`src/rtl/tetris_audio_engine.sv`:
```
// Tetris-style square-wave audio: looping melody table plus a single-slot, priority-preempting
// sound-effect channel. Define TETRIS_AUDIO_LEVEL_TEMPO_EN to shorten notes as the game level rises.
module tetris_audio_engine #(
  parameter int CNT_W     = 32,
  parameter int NUM_NOTES = 16,
  parameter int NUM_SFX   = 4,
  parameter int TEMPO     = 25000000,
  parameter int SFX_TIME  = 10000000
) (
  input  logic                         clk,
  input  logic                         reset_n,
  input  logic                         play,
  input  logic [NUM_SFX-1:0]           sfx_trig,
  input  logic [NUM_SFX*CNT_W-1:0]     sfx_period,
  input  logic                         note_wr,
  input  logic [$clog2(NUM_NOTES)-1:0] note_addr,
  input  logic [CNT_W-1:0]             note_data,
  input  logic [3:0]                   level,
  output logic                         audio_out,
  output logic [$clog2(NUM_NOTES)-1:0] note_index,
  output logic [NUM_SFX-1:0]           sfx_active
);

  localparam int NI_W = $clog2(NUM_NOTES);
  localparam int CH_W = (NUM_SFX > 1) ? $clog2(NUM_SFX) : 1;

  // Identity of whatever is driving the tone generator; any change restarts the waveform.
  typedef struct packed {
    logic            sfx;
    logic [CH_W-1:0] ch;
    logic            play;
    logic [NI_W-1:0] note;
  } src_t;

  // NOTE: the melody table has no reset; clearing a RAM costs a mux per bit and the
  // table is defined to survive reset.
  logic [CNT_W-1:0] mem_q [NUM_NOTES];

  always_ff @(posedge clk) begin
    if (note_wr) mem_q[note_addr] <= note_data;
  end

  logic [CNT_W-1:0] sfx_per [NUM_SFX];
  for (genvar g = 0; g < NUM_SFX; g++) begin : g_per
    assign sfx_per[g] = sfx_period[g*CNT_W +: CNT_W];
  end

  logic [CNT_W-1:0]   tempo_q, tempo_d;
  logic [NI_W-1:0]    note_index_q, note_index_d;
  logic [NUM_SFX-1:0] trig_q, trig_d;
  logic [CNT_W-1:0]   timer_q, timer_d;
  logic [CH_W-1:0]    ch_q, ch_d;
  src_t               src_q, src_d;
  logic [CNT_W-1:0]   phase_q, phase_d;
  logic [CNT_W-1:0]   per_q, per_d;
  logic               audio_q, audio_d;
  logic [CNT_W-1:0]   note_len;
  logic               tempo_wrap;

`ifdef TETRIS_AUDIO_LEVEL_TEMPO_EN
  logic [3:0] level_q, level_d;
  assign note_len = CNT_W'(TEMPO) - CNT_W'(level_q) * CNT_W'(TEMPO >> 4);
`else
  logic unused_level;
  assign unused_level = ^level;
  assign note_len     = CNT_W'(TEMPO);
`endif

  // NOTE: every always_comb output gets a default first, so no path can infer a latch.
  always_comb begin
    tempo_d      = tempo_q;
    note_index_d = note_index_q;
    tempo_wrap   = 1'b0;
    if (play) begin
      // >= rather than == so a shrinking note length never strands the counter past the end.
      if (tempo_q >= note_len - CNT_W'(1)) begin
        tempo_wrap   = 1'b1;
        tempo_d      = '0;
        note_index_d = note_index_q + NI_W'(1);
      end else begin
        tempo_d = tempo_q + CNT_W'(1);
      end
    end
  end

`ifdef TETRIS_AUDIO_LEVEL_TEMPO_EN
  always_comb begin
    level_d = level_q;
    if (tempo_wrap) level_d = level;
  end
`endif

  logic [NUM_SFX-1:0] new_trig;
  logic               trig_any, busy_q, sfx_start;
  logic [CH_W-1:0]    trig_ch;

  always_comb begin
    trig_d   = sfx_trig;
    new_trig = sfx_trig & ~trig_q;
    trig_any = 1'b0;
    trig_ch  = '0;
    for (int i = 0; i < NUM_SFX; i++) begin
      if (new_trig[i]) begin
        trig_any = 1'b1;
        trig_ch  = CH_W'(i);
      end
    end
    busy_q    = (timer_q != '0);
    sfx_start = trig_any && (!busy_q || trig_ch >= ch_q);
    ch_d      = ch_q;
    timer_d   = busy_q ? timer_q - CNT_W'(1) : '0;
    if (sfx_start) begin
      ch_d    = trig_ch;
      timer_d = CNT_W'(SFX_TIME);
    end
  end

  logic [CNT_W-1:0] per_sel;

  always_comb begin
    src_d      = '0;
    src_d.sfx  = (timer_d != '0);
    src_d.ch   = src_d.sfx ? ch_d : '0;
    src_d.play = !src_d.sfx && play;
    src_d.note = src_d.play ? note_index_d : '0;

    if (src_d.sfx)       per_sel = sfx_per[ch_d];
    else if (src_d.play) per_sel = mem_q[note_index_d];
    else                 per_sel = '0;

    phase_d = phase_q + CNT_W'(1);
    per_d   = per_q;
    // A rest or degenerate period wraps every cycle so a new source period is picked up promptly.
    if (src_d != src_q || sfx_start || per_q <= CNT_W'(1) || phase_q >= per_q - CNT_W'(1)) begin
      phase_d = '0;
      per_d   = per_sel;
    end
    audio_d = (per_d > CNT_W'(1)) && (phase_d < (per_d >> 1));
  end

  // NOTE: state flops use non-blocking assignments so every register samples pre-edge values.
  always_ff @(posedge clk or negedge reset_n) begin
    if (!reset_n) begin
      tempo_q      <= '0;
      note_index_q <= '0;
      trig_q       <= '1;
      timer_q      <= '0;
      ch_q         <= '0;
      src_q        <= '0;
      phase_q      <= '0;
      per_q        <= '0;
      audio_q      <= 1'b0;
`ifdef TETRIS_AUDIO_LEVEL_TEMPO_EN
      level_q      <= '0;
`endif
    end else begin
      tempo_q      <= tempo_d;
      note_index_q <= note_index_d;
      trig_q       <= trig_d;
      timer_q      <= timer_d;
      ch_q         <= ch_d;
      src_q        <= src_d;
      phase_q      <= phase_d;
      per_q        <= per_d;
      audio_q      <= audio_d;
`ifdef TETRIS_AUDIO_LEVEL_TEMPO_EN
      level_q      <= level_d;
`endif
    end
  end

  assign audio_out  = audio_q;
  assign note_index = note_index_q;
  assign sfx_active = busy_q ? (NUM_SFX'(1) << ch_q) : '0;

endmodule

```
`config.mk`:
```
export PLATFORM = sky130hd
export DESIGN_NAME = tetris_audio_engine
export DESIGN_NICKNAME = d
export VERILOG_FILES = /design/src/rtl/tetris_audio_engine.sv
export SDC_FILE = /design/constraint.sdc
export NUM_CORES = 1
export LEC_CHECK = 0
export ABC_AREA = 1
export CORE_MARGIN = 2
export CORE_UTILIZATION = 59
export CTS_BUF_LIST = sky130_fd_sc_hd__clkbuf_4 sky130_fd_sc_hd__clkbuf_8
export CTS_CLUSTER_DIAMETER = 40
export DETAILED_ROUTE_END_ITERATION = 7
export PLACE_DENSITY_LB_ADDON = 0.3
export SLEW_MARGIN = 20
export SYNTH_ARGS = -nofsm -noshare
export SYNTH_HDL_FRONTEND = slang
export SYNTH_SLANG_ARGS = --single-unit
```
`constraint.sdc`:
```
create_clock -name clk -period 12.5 [get_ports clk]
set_input_delay 2.5 -clock clk [delete_from_list [all_inputs] [get_ports clk]]
set_output_delay 2.5 -clock clk [all_outputs]
set_load 0.01 [all_outputs]
```
**Word level (Yosys, flattened, before mapping)**

Memory sizes are Yosys's and may differ from the RTL's.
Cells that the tools add are included.

- Memories kept: 1
- RAM bits: 512
- Register bits: 147
- Output and inout bits: 9

Memories:

| memory | words | width | rd ports | clocked after Yosys merged registers in | wr ports | RTL line | text |
|---|---|---|---|---|---|---|---|
| mem_q | 16 | 32 | 1 | 0 | 1 | 37 | `logic [CNT_W-1:0] mem_q [NUM_NOTES];` |

- Add/subtract/negate cells: 5
- Mux-type cells: 25
- Equality and inequality tests: 1
- Shifts and indexed selects: 1
- Reductions and logical operators: 11
- Bitwise operators: 3
- Order comparisons: 7

Operators by type and width:

| cell | number |
|---|---|
| 32-bit 2-to-1 mux | 9 |
| 32-bit by 1-bit adder with 32-bit output (second input constant) | 2 |
| 32-bit binary-select mux with 2-bit select | 1 |
| 32-bit nonzero test | 2 |
| 32-bit by 1-bit subtractor with 32-bit output (second input constant) | 2 |
| 32-bit by 25-bit greater-or-equal comparator with 1-bit output (second input constant) | 1 |
| 32-bit greater-or-equal comparator | 1 |
| 32-bit by 1-bit > comparator with 1-bit output (second input constant) | 1 |
| 32-bit by 1-bit less-or-equal comparator with 1-bit output (second input constant) | 1 |
| 32-bit by 31-bit < comparator with 1-bit output | 1 |
| 4-bit 2-to-1 mux | 4 |
| 2-bit 2-to-1 mux | 4 |
| 8-bit != test | 1 |
| 1-bit 2-to-1 mux | 7 |
| 4-bit by 1-bit adder with 4-bit output (second input constant) | 1 |
| 4-bit AND | 1 |
| 1-bit logical OR | 4 |
| 4-bit inverter | 1 |
| 1-bit by 2-bit left shift with 4-bit output (first input constant) | 1 |
| 3-bit greater-or-equal comparator (second input constant) | 1 |
| 1-bit logical AND | 3 |
| 2-bit inverter with 3-bit output | 1 |
| 2-bit greater-or-equal comparator | 1 |
| 1-bit logical NOT | 2 |

**Longest topological paths before layout**

- Depth in word-level cells: 20
- Depth in mapped cells: 38
- Mapped depth without buffers: 36

**Worst setup path after synthesis**

Ideal clock, no wire load.

- Kind: input-to-reg
- Start: input sfx_trig[2]
- End: register audio_q (netlist: audio_out)
- Path buffers: 3
- Arrival time: 6,309 ps
- Cell stages on the path: 33
- Required time: 12,423 ps
- Slack: 6,114 ps
- Path through: nand2_1 > nand3_1 > nand2_1 > inv_1 > ha_1 > inv_1 > nand2_1 > a21oi_2 > inv_1 > a21oi_4 > nand2_1 > inv_2 > nor2_1 > nand2_1 > nor2_1 > nand3_4 > nand2_1 > nand2_1 > nand2_1 > nor2_1 > nand2_1 > nor2_2 > nand2_1 > buf_6 > buf_6 > clkbuf_1 > nor3b_1 > ha_1 > a21oi_1 > nor2_1 > a2111oi_0 > nand2_1 > a21oi_1

- Cells in the longest elaborated chain, start to end: 18
- Elaborated cells on any way between the ends: 30

RTL lines:

| item | RTL line | text |
|---|---|---|
| start, declared | 13 | `input logic [NUM_SFX-1:0] sfx_trig,` |
| 4-bit AND * | 99 | `new_trig = sfx_trig & ~trig_q;` |
| 2-bit 2-to-1 mux (2 in series) | 103 | `if (new_trig[i]) begin` |
| 2-bit greater-or-equal comparator | 109 | `sfx_start = trig_any && (!busy_q \|\| trig_ch >= ch_q);` |
| 1-bit logical OR | 109 |  |
| 1-bit logical AND * | 109 |  |
| 32-bit 2-to-1 mux * | 112 | `if (sfx_start) begin` |
| net timer_d[18] | 51 | `logic [CNT_W-1:0] timer_q, timer_d;` |
| 32-bit nonzero test * | 122 | `src_d.sfx = (timer_d != '0);` |
| [... 2 more ...] | -- |  |
| 4-bit 2-to-1 mux | 125 | `src_d.note = src_d.play ? note_index_d : '0;` |
| 8-bit != test * | 134 | `if (src_d != src_q \|\| sfx_start \|\| per_q <= CNT_W'(1) \|\| phase_q >= per_q - CNT_W'(1)) begin` |
| 1-bit logical OR * (3 in series) | 134 |  |
| 32-bit 2-to-1 mux * | 134 |  |
| net phase_d[13] | 54 | `logic [CNT_W-1:0] phase_q, phase_d;` |
| 32-bit by 31-bit < comparator with 1-bit output * | 138 | `audio_d = (per_d > CNT_W'(1)) && (phase_d < (per_d >> 1));` |
| 1-bit logical AND * | 138 |  |
| net audio_d | 56 | `logic audio_q, audio_d;` |
| end signal, assigned | 165 | `audio_q <= audio_d;` |
| end, declared | 56 |  |

Mark *: on every way through the listed nets, which the timed path passes. The rest lies on a longest branch. The select of a mux whose other input is x is not followed.
A chain may end at the register's enable or synchronous reset.

**Final worst setup path**

- Start: input sfx_trig[1]
- End: register audio_q (netlist: audio_out)

- Cells in the longest elaborated chain, start to end: 19
- Elaborated cells on any way between the ends: 32

RTL lines:

| item | RTL line |
|---|---|
| 4-bit AND * | 99 |
| 1-bit 2-to-1 mux | 103 |
| 2-bit 2-to-1 mux (2 in series) | 103 |
| 2-bit greater-or-equal comparator | 109 |
| 1-bit logical OR | 109 |
| 1-bit logical AND * | 109 |
| 32-bit 2-to-1 mux * | 112 |
| net timer_d[16] | 51 |
| [... 3 more ...] | -- |
| 4-bit 2-to-1 mux | 125 |
| 8-bit != test * | 134 |
| 1-bit logical OR * (3 in series) | 134 |
| 32-bit 2-to-1 mux * | 134 |
| net phase_d[13] | 54 |
| 32-bit by 31-bit < comparator with 1-bit output * | 138 |
| 1-bit logical AND * | 138 |
| net audio_d | 56 |

Marks and branches as above.

==> flow_summary_export.csv <==
group,metric,value,unit
worst_setup_path,timing.rr.start,"per_q[2]$_DFF_PN0_",
yosys,yosysTopAreaCell,"edfxtp_1",
clocking,path_clk_slew,0.06,ns
floorplanning,die_x,235,um
timing,slew_violations,0,
place,hpwl,51900,um
worst_setup_path,crit_required,13.09,ns
worst_setup_path,path_max_fanout,92,
timing,tns,0,ns
clocking,cts-resized-gates,0,
flow_run,maxCapViolCount,0,
drt,dr.pass1.iters,6,
worst_setup_path,crit_path_end_kind,"flop",
yosys,ys_types,52,
yosys,synthArstFlopShare,22.3,%
global_routing,grt_usage,30.5,%
floorplanning,coreArea,52700,um2
timing,hold_viol_final,0,
global_routing,grt_pass1_wl,132000,um
global_routing,grt_pass1_vias,24700,
yosys,yosysWarningCount,0,
yosys,yosysMostFrequentCell,"nand2_1",
drt,via_count,25000,
yosys,synth_area_leaders,"edfxtp_1, dfrtp_1, nand2_1, nand3_1, nor2_1",
clocking,insertion_delay,0.74,ns
clocking,tritoncts,"built",
floorplanning,start_util,59.9,%
timing,period_minus_slack,8.25,ns
worst_setup_path,cp-startpoint,"sfx_trig[1]",
floorplanning,num_rows,84,
final_layout,final_nets,3705,
timing,max-slew-margin-rel,21.7,%
drt,drt-wirelength-per-cell,20.0,um
yosys,yosysTopAreaCellShare,48.8,%
clocking,clock_sinks,659,
clocking,cts_inserted_buffers,108,
place,gp_congestion,0.925,
timing,setup_violations,0,
clocking,cts_setup_buffers,0,
clocking,cts_buffer_depth,3,
timing,fin_skew,0.0507,ns
timing,tightest_slew,1.17,ns
yosys,syn_inst,3283,
global_routing,grt_max_degree,109,
yosys,syn_avg_cell_area,9.60,um2
drt,first_iter_violations,2673,
pwr,power,7.15,mW
worst_setup_path,arrival,8.84,ns
yosys,syn_area,31500,um2
drt,drt_wl_total,84800,um
drt,routed_via_density,5.90,
timing,rsz0062_at_grt,"no",
worst_setup_path,worst_r2r_endpoint,"audio_out$_DFF_PN0_",
place,port_buffers,180,
pwr,cellLeakagePower,14.4,nW
clocking,postCtsHoldBufs,0,
worst_hold_path,hold_path_class,"reg -> reg",
global_routing,antenna_found_initial,5,
timing,period_share,66.0,%
pwr,power_density,197,nW/um2
worst_setup_path,reg2regPathDepth,31,
worst_setup_path,ff2ff_setup_slack,4.89,ns
final_layout,drive_gt1_share,9.16,%
final_layout,final_util,69.0,%
pwr,ir_worst_vdd,0.219,mV
drt,remaining_drc_errors,0,
outcome,status,"finished clean",
yosys,ys_ff_latch,659,
timing,timing.hold.ws,0.451,ns
yosys,yosysSeqAreaShare,60.5,%
worst_setup_path,start_kind,"input pin",
clocking,clockRootBuffer,"clkbuf_8",
worst_setup_path,critPathKind,"in -> reg",
yosys,synth_top_cells_by_count,"nand2_1, nand3_1, edfxtp_1",
final_layout,syn_to_final_growth,15.2,%
yosys,synth_nets,3530,
worst_setup_path,crit_end,"audio_out$_DFF_PN0_",
floorplanning,die_y,235,um
floorplanning,fp.dieArea,55300,um2
floorplanning,io_pins,185,
timing,fmax,121,MHz
drt,ant_nets,0,
yosys,synth_flop_cell,"edfxtp_1",
clocking,cts_max_level,3,
yosys,synth_edf_count,512,
global_routing,gr-total-overflow,0,
[final cells by class]
cell class	count	area, um2
fillers	3739	16300
flip-flops and latches	659	19100
diodes	4	10.0
inverters	212	805
clock inverters	53	527
clock buffers	146	1800
well taps	688	861
multi-input cells	2264	11200
repair buffers	213	2070
[metal layers]
metal  vias up  routed length [um]  track usage [%]
met5         -                  28                0
met2      1289               41300             51.2
met1     11900               33000             39.9
li1      11600                   -                -
met3       205                8030             5.41
met4         4                2450             11.1
[worst min-delay path by stage]
stage / from / cells past startpoint / to
global placement: timer_q[0]$_DFF_PN0_ / 1 / timer_q[0]$_DFF_PN0_
CTS: timer_q[0]$_DFF_PN0_ / 1 / timer_q[0]$_DFF_PN0_
detailed placement: timer_q[0]$_DFF_PN0_ / 1 / timer_q[0]$_DFF_PN0_
global route: timer_q[0]$_DFF_PN0_ / 1 / timer_q[0]$_DFF_PN0_
floorplan: timer_q[0]$_DFF_PN0_ / 1 / timer_q[0]$_DFF_PN0_
finish: timer_q[0]$_DFF_PN0_ / 1 / timer_q[0]$_DFF_PN0_
[cell families after synthesis]
logic type | Yosys count | share of synthesized area (%)
simple gates | 1939 | 26.6
flops | 659 | 60.5
buf+inv | 360 | 4.58
compound gates | 208 | 4.28
fa+ha+maj | 71 | 2.82
xor+xnor | 46 | 1.28
[where the power goes]
group	internal, mW	switching [mW]
sequential	2.50	0.124
combinational	0.787	1.75
clock	1.11	0.878
total	4.40	2.75
[cell usage in the layout, fill, tap and decap left out, types with 57 or more instances in the layout]
cell type        count
inv_1              195
nand2_1            865
ha_1                71
nor2_1             327
nand3_1            586
edfxtp_1           512
clkdlybuf4s50_1    179
dfrtp_1            143
clkbuf_8           112
o21ai_0             57
[worst max-delay path, cell delays in order]
cell and delay [ns]:
clkdlybuf4s50_1 0.52, nand3_1 0.09, nand2_1 0.08, inv_1 0.05, ha_1 0.26, inv_1 0.03
nand2_1 0.06, a21oi_2 0.12, o21ai_2 0.81, nor2_1 0.16, nor2_1 0.14, nand2_1 0.06
nor2_1 0.31, nand3_4 0.42, nand3_1 0.19, nand2_1 0.08, nor2_1 0.08, nand2_1 0.06
nor2_2 0.20, nand2_4 0.57, nor3b_1 0.64, ha_1 0.33, a21oi_1 0.15, nor2_1 0.05
a2111oi_0 0.36, nand2_1 0.16, a21oi_1 0.24
[flip-flops by register name, indices dropped and copies added, names as in the netlist]
register,cells
trig_q,4
mem_q,512
per_q,32
audio_out,1
ch_q,2
phase_q,32
src_q,8
timer_q,32
tempo_q,32
note_index,4
[stage by stage]
| step | instances | setup slack, ns | area, um2 |
|---|---|---|---|
| 3_3_place_gp | 4035 | 3.79 | 34000 |
| 3_5_place_dp | 4035 | 3.61 | 34000 |
| 6_report | 4239 | 4.25 | 36300 |
| 5_1_grt | 4237 | 3.75 | 36300 |
| 2_1_floorplan | 3283 | 6.11 | 31500 |
| 4_1_cts | 4234 | 4.32 | 36300 |
No activity file was read; power rests on OpenSTA's default activity.
